===== config.mk =====
export PLATFORM = sky130hd
export DESIGN_NAME = rv_hazard_ctrl
export DESIGN_NICKNAME = d
export VERILOG_FILES = /design/src/rtl/rv_hazard_ctrl.sv
export SDC_FILE = /design/constraint.sdc
export NUM_CORES = 1
export LEC_CHECK = 0
export ABC_AREA = 1
export BUFFER_PORTS_ARGS = -buffer_cell sky130_fd_sc_hd__buf_2
export CAP_MARGIN = 25
export CORE_UTILIZATION = 40
export DETAILED_ROUTE_END_ITERATION = 6
export PLACE_DENSITY = 0.6
export SYNTH_ARGS = -nofsm -noshare
export SYNTH_HDL_FRONTEND = slang
export SYNTH_SLANG_ARGS = --single-unit

===== constraint.sdc =====
create_clock -name clk -period 2.46 [get_ports clk]
set_clock_uncertainty 0.05 [all_clocks]
set_input_delay 0.123 -clock clk [delete_from_list [all_inputs] [get_ports clk]]
set_output_delay 0.123 -clock clk [all_outputs]
set_load 0.05 [all_outputs]

===== src/rtl/rv_hazard_ctrl.sv =====
// Scoreboard hazard/flush controller beside decode: per-register pending-writer
// counters gate issue on RAW; a small FSM flushes IF/ID after an EX redirect.
// Optional macro RV_HAZARD_WB_BYPASS_EN lets a dependent issue in the writeback cycle.
module rv_hazard_ctrl #(
  parameter int CNT_W        = 2,
  parameter int FLUSH_CYCLES = 2
) (
  input  logic       clk,
  input  logic       rst,
  input  logic       id_valid,
  input  logic [4:0] id_rs1,
  input  logic [4:0] id_rs2,
  input  logic       id_use_rs1,
  input  logic       id_use_rs2,
  input  logic [4:0] id_rd,
  input  logic       id_rd_we,
  input  logic       ex_redirect,
  input  logic       wb_valid,
  input  logic [4:0] wb_rd,
  output logic       issue,
  output logic       stall_if,
  output logic       bubble_id_ex,
  output logic       flush_if_id,
  output logic       fwd_rs1,
  output logic       fwd_rs2,
  output logic       sb_err,
  output logic       dbg_state
);

  // Handshake: issue is the only "accept" of the IF/ID instruction; when it is
  // low the instruction stays put (stall_if) or is discarded (redirect/flush).

  typedef enum logic {IDLE = 1'b0, FLUSH = 1'b1} state_t;

  localparam logic [CNT_W-1:0] CNT_MAX = '1;
  localparam logic [CNT_W-1:0] CNT_ONE = {{(CNT_W-1){1'b0}}, 1'b1};
  localparam logic [3:0]       FLOAD   = 4'(FLUSH_CYCLES - 1);

  state_t           state, state_nxt;
  logic [3:0]       fcnt, fcnt_nxt;
  logic             flush_nxt;
  logic [CNT_W-1:0] cnt [32];

  logic byp1, byp2, pend1, pend2, haz, sat, idle, inc, dec;

`ifdef RV_HAZARD_WB_BYPASS_EN
  // The last outstanding writer is retiring right now: take its result from WB.
  assign byp1 = (id_rs1 != 5'd0) && (cnt[id_rs1] == CNT_ONE) && wb_valid && (wb_rd == id_rs1);
  assign byp2 = (id_rs2 != 5'd0) && (cnt[id_rs2] == CNT_ONE) && wb_valid && (wb_rd == id_rs2);
`else
  assign byp1 = 1'b0;
  assign byp2 = 1'b0;
`endif

  assign pend1 = (id_rs1 != 5'd0) && (cnt[id_rs1] != '0) && !byp1;
  assign pend2 = (id_rs2 != 5'd0) && (cnt[id_rs2] != '0) && !byp2;
  assign haz   = id_valid && ((id_use_rs1 && pend1) || (id_use_rs2 && pend2));
  assign sat   = id_valid && id_rd_we && (id_rd != 5'd0) && (cnt[id_rd] == CNT_MAX);
  assign idle  = (state == IDLE);

  assign issue        = id_valid && !haz && !sat && !ex_redirect && idle;
  assign stall_if     = id_valid && (haz || sat) && !ex_redirect && idle;
  assign bubble_id_ex = !issue;
  assign fwd_rs1      = id_use_rs1 && byp1;
  assign fwd_rs2      = id_use_rs2 && byp2;
  assign dbg_state    = (state == FLUSH);

  assign inc = issue && id_rd_we && (id_rd != 5'd0);
  assign dec = wb_valid && (wb_rd != 5'd0);

  always_ff @(posedge clk or negedge rst) begin
    if (!rst) begin
      for (int r = 0; r < 32; r++) cnt[r] <= '0;
      sb_err <= 1'b0;
    end else begin
      // An issue and a writeback on the same register cancel out.
      for (int r = 1; r < 32; r++) begin
        if (inc && (id_rd == 5'(r)) && !(dec && (wb_rd == 5'(r))))
          cnt[r] <= cnt[r] + CNT_ONE;
        else if (dec && (wb_rd == 5'(r)) && !(inc && (id_rd == 5'(r))) && (cnt[r] != '0))
          cnt[r] <= cnt[r] - CNT_ONE;
      end
      if (dec && (cnt[wb_rd] == '0)) sb_err <= 1'b1;
    end
  end

  always_ff @(posedge clk or negedge rst) begin
    if (!rst) begin
      state       <= IDLE;
      fcnt        <= 4'd0;
      flush_if_id <= 1'b0;
    end else begin
      state       <= state_nxt;
      fcnt        <= fcnt_nxt;
      flush_if_id <= flush_nxt;
    end
  end

  always_comb begin
    state_nxt = state;
    fcnt_nxt  = fcnt;
    flush_nxt = flush_if_id;
    case (state)
      IDLE: begin
        if (ex_redirect) begin
          state_nxt = FLUSH;
          fcnt_nxt  = FLOAD;
          flush_nxt = 1'b1;
        end
      end
      FLUSH: begin
        if (ex_redirect) begin
          fcnt_nxt = FLOAD;
        end else if (fcnt == 4'd0) begin
          state_nxt = IDLE;
          flush_nxt = 1'b0;
        end else begin
          fcnt_nxt = fcnt - 4'd1;
        end
      end
      default: begin
        state_nxt = IDLE;
        flush_nxt = 1'b0;
      end
    endcase
  end

endmodule


==> results.cfg <==
[setup_path]
arrival_ns = 2.22
crit_type = reg2out
worstPathRequired_ns = 2.29
critical_path.startpoint_type = register
cp-end-kind = output pin
crit_end = bubble_id_ex
r2r-end = cnt[8]
startpoint = cnt[21]
cp_max_fo = 6
rr_startpoint = cnt[21]
rrSetupSlack_ns = 0.11
r2r.worst_path.cells = 19

[timing]
hold_viol = 0
layout_setup_ws_ns = 0.0700
report.final.slew_viol_count = 0
worstMarginPinSlew_ns = 0.894
rsz0062_at_grt = yes
relSlewSlack_pct = 40.2
fin_crit_sh_pct = 97.2
max_freq_ghz = 0.418
final-setup-viol-count = 0
min_period_ns = 2.39

[cts]
clock_sinks = 69
htreeDepth = 3
cts.path.max_buffers = 2
cts_root_buf = clkbuf_16
clk_latency_ns = 0.36
numCtsBuffers = 9
path_clk_slew_ns = 0.06
cts_tree = done

[placement]
gp_congestion = 0.993
place.port_buffers = 33
dp_hpwl_um = 15600
preCtsSetupSlack_ns = 0.0662

[power_and_ir_drop]
p_per_area_mw_per_mm2 = 636
ir_drop_v = 0.000338
p_sw_share_pct = 38.4
p_clk_share_pct = 31.3
leakage_nw = 3.72
switching_power_mw = 1.81
seqPwrFrac_pct = 32.8
combPwrFrac_pct = 35.9
power_mw = 4.71
p_int_mw = 2.90

[global_routing]
gr-total-overflow = 0
grtUsageMet2_pct = 44.8
use_met3_pct = 6.53
grt_pass1_vias = 6468
busiest_layer = met2
grt_use_total_pct = 29.2
grt_max_degree = 70
grt_pass1_wl_um = 35200
grt_antenna_before_repair = 0
grt_use_met1_pct = 39.0

[status]
violations = design-rule violations
status = complete, but fails checks

[route]
wl_um = 22900
drt_first_iter_violations = 866
viasPerCell = 5.50
drc = 10
drt_first_pass_iters = 7
vias = 7256
antenna_left = 0
drt-wirelength-per-cell_um = 17.3

[die]
die_h_um = 125
die_w_um = 125
initial_utilization_pct = 41.2
num_rows = 44
dieArea_sq_mm = 0.0156
coreArea_sq_mm = 0.0146
io_pins = 36

[synth]
yosysSeqAreaShare_pct = 28.6
yosysWarnings = 2
synthDistinctLibCells = 33
synthDominantCellAreaShare_pct = 28.6
syn_area_sq_mm = 0.00604
syn-instance-count = 1055
ys_ff_latch = 69
yosysTopAreaCell = dfrtp_1
syn_area_per_cell_sq_um = 5.72
synth_area_leaders = dfrtp_1, nand2_1, nand3_1

[worst_hold_path]
worstHoldPathType = in2reg

[finish]
fill_cells = 1530
nets = 1160
drive_gt1_share_pct = 15.2
antennaDiodeCount = 0
area.growth.synth_to_final_pct = 22.7

[job]
cap_viol_max_count = 0
## critical path: stages, from the launching register on
cell and delay (ns):
dfrtp_1 0.40, buf_4 0.14, nand2_1 0.04, o21ai_1 0.09, nand2_1 0.07, nand2_1 0.04, nand2_1 0.06, nand2_1 0.06
o21ai_1 0.14, nand2_1 0.11, nand3_4 0.12, nand2_4 0.08, nor2_4 0.13, buf_12 0.16, inv_1 0.06, buf_6 0.15
## worst min path at each step
stage | start | end | slack, ns | depth (start not counted)
global route | wb_valid | sb_err | 0.06 | 3
finish | wb_valid | sb_err | 0.04 | 3
detailed placement | ex_redirect | fcnt[3] | 0.28 | 2
CTS | wb_valid | sb_err | 0.04 | 3
floorplan | rst | cnt[0] | -0.22 | 0
global placement | rst | cnt[41] | 0.28 | 1
## cell families (layout without fill, tap and decap cells)
kind of cell,count (synthesis),count (layout),synth area share [%]
other,1,2,0.0621
buffers and inverters,163,242,11.5
flip-flops,69,69,28.6
AND/OR/NAND/NOR,722,722,50.2
AO/OA/AOI/OAI,98,98,9.27
adder cells (fa/ha/maj),2,2,0.415
## stage by stage
step	std cells	instance area, sq um	setup TNS [ns]	utilization, %	hold slack [ns]
floorplan	1056	6040	0	-	-0.223
finish	1319	7410	0	50.6	0.0402
CTS	1303	7030	0	48.0	0.0441
detailed placement	1280	6600	0	45.0	0.282
global route	1319	7410	-0.139	50.6	0.0603
global placement	1280	6600	0	45.0	0.281
## Yosys cell counts
master	n
buf_2	10
o21bai_1	13
dfrtp_1	69
clkbuf_1	5
nor2_1	156
clkinv_1	1
nor3_1	30
nand4_1	27
buf_4	8
nand3_2	1
a31oi_1	1
nor2_2	2
buf_6	5
o211ai_1	2
ha_1	2
nand2_2	3
or2_1	2
conb_1	1
a211oi_1	2
o21ai_1	19
a221oi_1	3
nand3b_1	2
nor3_2	1
o22ai_1	8
inv_2	7
o21ai_0	32
nor4_1	1
o22a_1	1
inv_1	124
nand2_1	358
nand3_1	139
buf_1	3
a21oi_1	17
## cell usage in the layout, fill, tap and decap left out, drive strengths merged, types with 2 or more instances in the layout
cell	n
dlygate4sd3	2
clkinv	4
dfrtp	69
nand4	27
nand2	361
inv	131
a211oi	2
or2	2
a21oi	17
a221oi	3
clkbuf	13
nand3	140
conb	2
bufinv	2
nor2	158
o21bai	13
buf	89
o22ai	8
nor3	31
o211ai	2
nand3b	2
ha	2
o21ai	51
## sequential cells by signal (all words and copies together), names as in the netlist
signal       cells
sb_err           1
cnt             62
dbg_state        1
fcnt             4
flush_if_id      1
## metal layers
layer,vias to the layer above,part of all wire [%],wire length [um]
li1,3523,-,-
met1,3327,43,9870
met2,341,44,9960
met3,65,9.2,2120
met4,0,4.1,935
met5,-,0,0
## power by group through the flow
| stage | sequential, mW | clock, mW | combinational [mW] |
|---|---|---|---|
| floorplan | 1.56 | 0 | 0.862 |
| global placement | 1.54 | 0 | 1.47 |
| finish | 1.55 | 1.47 | 1.69 |
| global route | 1.58 | 1.54 | 1.85 |
| CTS | 1.53 | 1.50 | 1.51 |
| detailed placement | 1.54 | 0 | 1.47 |
## timing repair
item	4_1_cts	5_1_grt
resized for setup	13	63
endpoints found under the setup margin	2	63
hold buffers	2	0
cloned	1	4
buffers inserted	4	11
pin swaps	1	23
endpoints found under the hold margin	70	0
## final cells by class
| type | count | area, sq um | share of cell area [%] |
|---|---|---|---|
| Clock buffer | 10 | 239 | 3.23 |
| Clock inverter | 6 | 86.3 | 1.17 |
| Inverter | 132 | 495 | 6.69 |
| Multi-Input combinational cell | 824 | 3790 | 51.2 |
| Sequential cell | 69 | 1740 | 23.5 |
| Tap cell | 184 | 230 | 3.11 |
| Timing Repair Buffer | 94 | 826 | 11.1 |
(Power assumes the default switching activity.)
